**src/rtl/rv_wb_trace_if.sv**
```systemverilog
// rtl/rv_wb_trace_if.sv - write-back capture and trace stream signal bundle
//
// Ports (signals carried by the interface):
//   wb_reg_write, wb_rd, wb_write_data, wb_pc : write-back commit from the core
//   trace_valid, trace_ready                  : trace stream handshake
//   trace_pc, trace_rd, trace_data, trace_seq : trace stream payload (FIFO head)
// Modports:
//   master : the trace source (consumes write-backs, drives the trace stream)
//   slave  : the core/monitor side (drives write-backs and trace_ready)
interface rv_wb_trace_if #(
  parameter int XLEN = 64
);
  logic            wb_reg_write;
  logic [4:0]      wb_rd;
  logic [XLEN-1:0] wb_write_data;
  logic [XLEN-1:0] wb_pc;

  logic            trace_valid;
  logic            trace_ready;
  logic [XLEN-1:0] trace_pc;
  logic [4:0]      trace_rd;
  logic [XLEN-1:0] trace_data;
  logic [31:0]     trace_seq;

  modport master (
    input  wb_reg_write,
    input  wb_rd,
    input  wb_write_data,
    input  wb_pc,
    input  trace_ready,
    output trace_valid,
    output trace_pc,
    output trace_rd,
    output trace_data,
    output trace_seq
  );

  modport slave (
    output wb_reg_write,
    output wb_rd,
    output wb_write_data,
    output wb_pc,
    output trace_ready,
    input  trace_valid,
    input  trace_pc,
    input  trace_rd,
    input  trace_data,
    input  trace_seq
  );
endinterface

```
**src/rtl/rv_wb_trace.sv**
```systemverilog
// rtl/rv_wb_trace.sv - write-back retirement trace FIFO with sequence tagging
//
// Parameters: DEPTH (FIFO entries, power of two 2..64), XLEN (PC/data width).
// Ports:
//   clk, rst  : single clock, synchronous active-high reset
//   bus       : rv_wb_trace_if.master - write-back capture in, trace stream out
//   count     : current FIFO occupancy
//   overflow  : sticky, set when a qualifying write-back was dropped
//   drop_cnt  : number of dropped records, saturating at 16'hFFFF
// Option macro: RV_WB_TRACE_X0_FILTER_EN - when defined, write-backs to x0
// are ignored entirely (no record, no sequence advance, no drop).
module rv_wb_trace #(
  parameter int DEPTH = 8,
  parameter int XLEN  = 64
) (
  input  logic                     clk,
  input  logic                     rst,
  rv_wb_trace_if.master            bus,
  output logic [$clog2(DEPTH):0]   count,
  output logic                     overflow,
  output logic [15:0]              drop_cnt
);

  localparam int AW = $clog2(DEPTH);
  localparam int CW = AW + 1;
  localparam logic [CW-1:0] FULL_CNT = CW'(DEPTH);

  typedef struct packed {
    logic [XLEN-1:0] pc;
    logic [4:0]      rd;
    logic [XLEN-1:0] data;
    logic [31:0]     seq;
  } rec_t;

  rec_t            mem_q [DEPTH];
  rec_t            mem_d [DEPTH];
  logic [AW-1:0]   wr_ptr_q, wr_ptr_d;
  logic [AW-1:0]   rd_ptr_q, rd_ptr_d;
  logic [CW-1:0]   count_q, count_d;
  logic            overflow_q, overflow_d;
  logic [15:0]     drop_cnt_q, drop_cnt_d;
  logic [31:0]     seq_q, seq_d;

  logic            qual;
  logic            pop;
  logic            push;
  logic            drop;

  always_comb begin
`ifdef RV_WB_TRACE_X0_FILTER_EN
    qual = bus.wb_reg_write && (bus.wb_rd != 5'd0);
`else
    qual = bus.wb_reg_write;
`endif
    pop  = (count_q != '0) && bus.trace_ready;
    // A pop in the same cycle frees the slot, so a full FIFO still accepts.
    push = qual && ((count_q != FULL_CNT) || pop);
    drop = qual && (count_q == FULL_CNT) && !pop;

    mem_d = mem_q;
    if (push) begin
      mem_d[wr_ptr_q].pc   = bus.wb_pc;
      mem_d[wr_ptr_q].rd   = bus.wb_rd;
      mem_d[wr_ptr_q].data = bus.wb_write_data;
      mem_d[wr_ptr_q].seq  = seq_q;
    end

    wr_ptr_d = push ? wr_ptr_q + AW'(1) : wr_ptr_q;
    rd_ptr_d = pop  ? rd_ptr_q + AW'(1) : rd_ptr_q;

    count_d = count_q;
    if (push && !pop) begin
      count_d = count_q + CW'(1);
    end else if (pop && !push) begin
      count_d = count_q - CW'(1);
    end

    // Sequence advances on dropped records too, so gaps reveal the loss.
    seq_d      = qual ? seq_q + 32'd1 : seq_q;
    overflow_d = overflow_q | drop;
    drop_cnt_d = (drop && (drop_cnt_q != 16'hFFFF)) ? drop_cnt_q + 16'd1 : drop_cnt_q;
  end

  always_ff @(posedge clk) begin
    if (rst) begin
      // Storage is cleared so the head payload reads as zero after reset.
      for (int i = 0; i < DEPTH; i++) begin
        mem_q[i] <= '0;
      end
      wr_ptr_q   <= '0;
      rd_ptr_q   <= '0;
      count_q    <= '0;
      overflow_q <= 1'b0;
      drop_cnt_q <= 16'd0;
      seq_q      <= 32'd0;
    end else begin
      mem_q      <= mem_d;
      wr_ptr_q   <= wr_ptr_d;
      rd_ptr_q   <= rd_ptr_d;
      count_q    <= count_d;
      overflow_q <= overflow_d;
      drop_cnt_q <= drop_cnt_d;
      seq_q      <= seq_d;
    end
  end

  assign bus.trace_valid = (count_q != '0);
  assign bus.trace_pc    = mem_q[rd_ptr_q].pc;
  assign bus.trace_rd    = mem_q[rd_ptr_q].rd;
  assign bus.trace_data  = mem_q[rd_ptr_q].data;
  assign bus.trace_seq   = mem_q[rd_ptr_q].seq;

  assign count    = count_q;
  assign overflow = overflow_q;
  assign drop_cnt = drop_cnt_q;

endmodule

```
**src/flat_wrapper.sv**
```systemverilog
// flat-port wrapper written by rule: the top's interface ports become plain ports
module rv_wb_trace_flat 
#(
  parameter int DEPTH = 8,
  parameter int XLEN  = 64
)
  (clk, rst, count, overflow, drop_cnt, bus_wb_reg_write, bus_wb_rd, bus_wb_write_data, bus_wb_pc, bus_trace_ready, bus_trace_valid, bus_trace_pc, bus_trace_rd, bus_trace_data, bus_trace_seq);
  rv_wb_trace_if #(.XLEN(XLEN)) bus_i ();
  input  logic clk;
  input  logic rst;
  output logic [$clog2(DEPTH):0] count;
  output logic overflow;
  output logic [15:0] drop_cnt;
  input wire logic [$bits(bus_i.wb_reg_write)-1:0] bus_wb_reg_write;
  input wire logic [$bits(bus_i.wb_rd)-1:0] bus_wb_rd;
  input wire logic [$bits(bus_i.wb_write_data)-1:0] bus_wb_write_data;
  input wire logic [$bits(bus_i.wb_pc)-1:0] bus_wb_pc;
  input wire logic [$bits(bus_i.trace_ready)-1:0] bus_trace_ready;
  output wire logic [$bits(bus_i.trace_valid)-1:0] bus_trace_valid;
  output wire logic [$bits(bus_i.trace_pc)-1:0] bus_trace_pc;
  output wire logic [$bits(bus_i.trace_rd)-1:0] bus_trace_rd;
  output wire logic [$bits(bus_i.trace_data)-1:0] bus_trace_data;
  output wire logic [$bits(bus_i.trace_seq)-1:0] bus_trace_seq;
  assign bus_i.wb_reg_write = bus_wb_reg_write;
  assign bus_i.wb_rd = bus_wb_rd;
  assign bus_i.wb_write_data = bus_wb_write_data;
  assign bus_i.wb_pc = bus_wb_pc;
  assign bus_i.trace_ready = bus_trace_ready;
  assign bus_trace_valid = bus_i.trace_valid;
  assign bus_trace_pc = bus_i.trace_pc;
  assign bus_trace_rd = bus_i.trace_rd;
  assign bus_trace_data = bus_i.trace_data;
  assign bus_trace_seq = bus_i.trace_seq;
  rv_wb_trace #(.DEPTH(DEPTH), .XLEN(XLEN)) u_core (.clk(clk), .rst(rst), .bus(bus_i), .count(count), .overflow(overflow), .drop_cnt(drop_cnt));
endmodule
```
**config.mk**
```make
export PLATFORM = sky130hd
export DESIGN_NAME = rv_wb_trace_flat
export DESIGN_NICKNAME = d
export VERILOG_FILES = /design/src/rtl/rv_wb_trace_if.sv /design/src/rtl/rv_wb_trace.sv /design/src/flat_wrapper.sv
export SDC_FILE = /design/constraint.sdc
export NUM_CORES = 2
export LEC_CHECK = 0
export ABC_AREA = 1
export CAP_MARGIN = 20
export CORE_UTILIZATION = 43
export DETAILED_ROUTE_END_ITERATION = 12
export GPL_TIMING_DRIVEN = 0
export SLEW_MARGIN = 20
export SYNTH_ARGS = -nofsm -noshare
export SYNTH_HDL_FRONTEND = slang
export SYNTH_SLANG_ARGS = --single-unit
```
**constraint.sdc**
```tcl
create_clock -name clk -period 2.35 [get_ports clk]
set_clock_uncertainty 0.15 [all_clocks]
set_input_delay 0.3525 -clock clk [delete_from_list [all_inputs] [get_ports clk]]
set_output_delay 0.3525 -clock clk [all_outputs]
set_load 0.02 [all_outputs]
```
==> results.ini <==
[synthesis]
synth_cells=8930
async_flop_share_pct=0
syn_nets=9075
synth_edf_count=0
ys.flop_type=dfxtp_1
syn_area_per_cell_um2=6.92
ys_types=32
ys_warn_count=0
syn_area_um2=61800
yosysSeqAreaShare_pct=44.7
synth_seq_cells=1379

[drt]
dr.first_iter.drc_count=7931
vias=66800
routed_wl_um=264000
drcViolationCount=0
first_pass_iters=8
post_drt_wl_per_cell_um=23.0
via_per_inst=5.82
detail-route-antenna-nets=0

[grt]
grt.total_usage_pct=34.8
grt-ovfl-total=0
grt_pass1_vias=61400
grt_max_degree=17
antenna_found_initial=31
grt_first_pass_wirelength_um=387000

[setup_path]
required_ns=1.85
cp_max_fo=10
endpoint_kind=output pin
worstSetupPathType=flop to output pin
critPathArrivalTime_ns=2.82
startpoint_type=flop

[clock_network]
root_buffer=clkbuf_16
cts_tree=done
numCtsBuffers=155
clkTransAtPathRegs_ns=0.06
clockBufferDepth=3
worstSkewPairLatency_ns=0.81
clock_sinks=1379
htree_levels=4

[floorplanning]
rows=138
io_pins=324
die_area_um2=145000
die_h_um=381
start_util_pct=43.5
die_width_um=381
design.core.area_um2=142000

[place]
portBuffers=189
placed_area_um2=66700
dp_hpwl_um=189000
globalplace.congestion=0.964

[job]
max-cap-violations=0

[power]
max-vdd-ir-drop_mv=0.845
leakagePower_nw=25.7
p_per_area_nw_per_um2=1000
finalPower_mw=75.6

[timing]
fin_ws_ns=-0.975
fin_tns_setup_ns=-402.51
slew_viol_final=0
post-route-min-period_ns=3.33
clock.fmax_mhz=301
max_slew_margin_pct=22.7
setup_violations=1369
min_period_over_period_pct=142
worst_slew_pin_slew_ns=1.16
grt_setup_unrepaired=yes
finalHoldViolCount=0

[outcome]
violations=setup timing
status=finished with violations

[finish]
nets=9590
final_cell_area_um2=75400
areaGrowthSynthToFinish_pct=22.0
drive_gt1_share_pct=11.9
nFillCells=14000

[min_path]
hp-class=primary input to flop

final cells by class:
type                    count  area (um2)  share of cell area [%]
clock buffers             236        4640                    6.15
inverters                  57         231                   0.307
repair buffers            360        3600                    4.77
plain buffers            1009        5630                    7.47
clock inverters            49         627                   0.832
well taps                1890        2360                    3.14
flip-flops and latches   1379       27600                    36.6
diodes                     26        65.1                  0.0863
multi-input cells        6483       30600                    40.6
registers in the layout, summed over array words and instances (netlist names):
signal           count
u_core.rd_ptr_q      3
u_core.overflow      1
u_core.seq_q        32
u_core.mem_q      1320
u_core.wr_ptr_q      3
u_core.drop_cnt     16
u_core.count         4
worst max-delay path, cell delays in order (launching register included):
cell and delay [ns]:
dfxtp_4 0.45, buf_12 0.18, buf_12 0.23, clkbuf_8 0.24
nor2_1 0.09, o22ai_2 0.19, nor2_1 0.12, a31oi_4 0.29
buf_4 0.20
synth_stat cells (3+ instances only):
library cell | n | area [um2]
o21ai_0 | 681 | 3410
xor2_1 | 10 | 87.6
nor2_1 | 1258 | 4720
buf_1 | 83 | 312
xnor2_1 | 5 | 43.8
a31oi_1 | 167 | 1040
o22ai_1 | 165 | 1030
buf_6 | 4 | 45.0
nor3_1 | 11 | 55.1
a21oi_1 | 1353 | 6770
buf_4 | 31 | 233
inv_1 | 52 | 195
nand4_1 | 11 | 68.8
nand3_1 | 1351 | 6760
nand2_1 | 1451 | 5450
inv_2 | 3 | 11.3
buf_2 | 317 | 1590
dfxtp_1 | 1379 | 27600
ha_1 | 7 | 87.6
clkbuf_1 | 575 | 2160
path summary, 6_finish.rpt:
path	start	endpoint	slack, ns	depth (start not counted)
worst max register to register	u_core.wr_ptr_q[0]	u_core.mem_q[759]	-0.51	6
worst max-delay path	u_core.rd_ptr_q[0]	bus_trace_seq[29]	-0.98	8
worst min register to register	u_core.mem_q[184]	u_core.mem_q[184]	0.31	2
worst min-delay path	rst	u_core.wr_ptr_q[0]	0.20	4
cells by family after synthesis:
| family | synth area share, % |
|---|---|
| simple gates | 27.7 |
| buf+inv | 7.38 |
| xor+xnor | 0.213 |
| flops | 44.7 |
| fa+ha+maj | 0.174 |
| compound gates | 19.9 |
cell usage in the layout (no fill, tap or decap), types with 100 or more instances in the layout:
| cell | instances |
|---|---|
| nor2_1 | 1239 |
| a21oi_1 | 1353 |
| clkbuf_2 | 100 |
| nand3_1 | 1351 |
| a31oi_1 | 102 |
| o21ai_0 | 594 |
| buf_4 | 141 |
| clkbuf_1 | 431 |
| dfxtp_1 | 1373 |
| dlygate4sd3_1 | 133 |
| nand2_1 | 1451 |
| clkbuf_16 | 178 |
| buf_2 | 335 |
| o22ai_1 | 131 |
layer usage:
metal / vias up / global-route usage (%) / routed length [um]
met5: - / 0 / 91
li1: 31200 / - / -
met2: 3354 / 52.9 / 115000
met3: 583 / 8.31 / 27400
met4: 14 / 15.2 / 11700
met1: 31600 / 46.8 / 110000
stage by stage:
step / utilization [%] / worst slack [ns] / cells / hold slack (ns)
6_report: 53.0 / -0.975 / 11500 / 0.201
2_1_floorplan: - / 0.0189 / 8930 / 0.285
3_3_place_gp: 46.5 / -2.70 / 11000 / 0.293
4_1_cts: 52.4 / -1.04 / 11400 / 0.136
5_1_grt: 53.0 / -0.974 / 11500 / 0.233
3_5_place_dp: 46.9 / -2.09 / 11000 / 0.298
what timing repair did:
item,in CTS,in global routing
buffers inserted,1,6
endpoints found under the hold margin,1063,0
setup endpoints to repair,1311,1472
pin swaps,50,105
gates cloned,0,11
hold buffers,133,0
resized for setup,1063,588
power breakdown:
| part | internal, mW | switching [mW] | total [mW] | leakage [nW] |
|---|---|---|---|---|
| clock network | 14.8 | 10.6 | 25.4 | 2.59 |
| registers | 24.0 | 0.392 | 24.4 | 11.1 |
| logic | 8.76 | 17.0 | 25.7 | 12.0 |
Note: power is estimated with default switching activity, not from simulation.
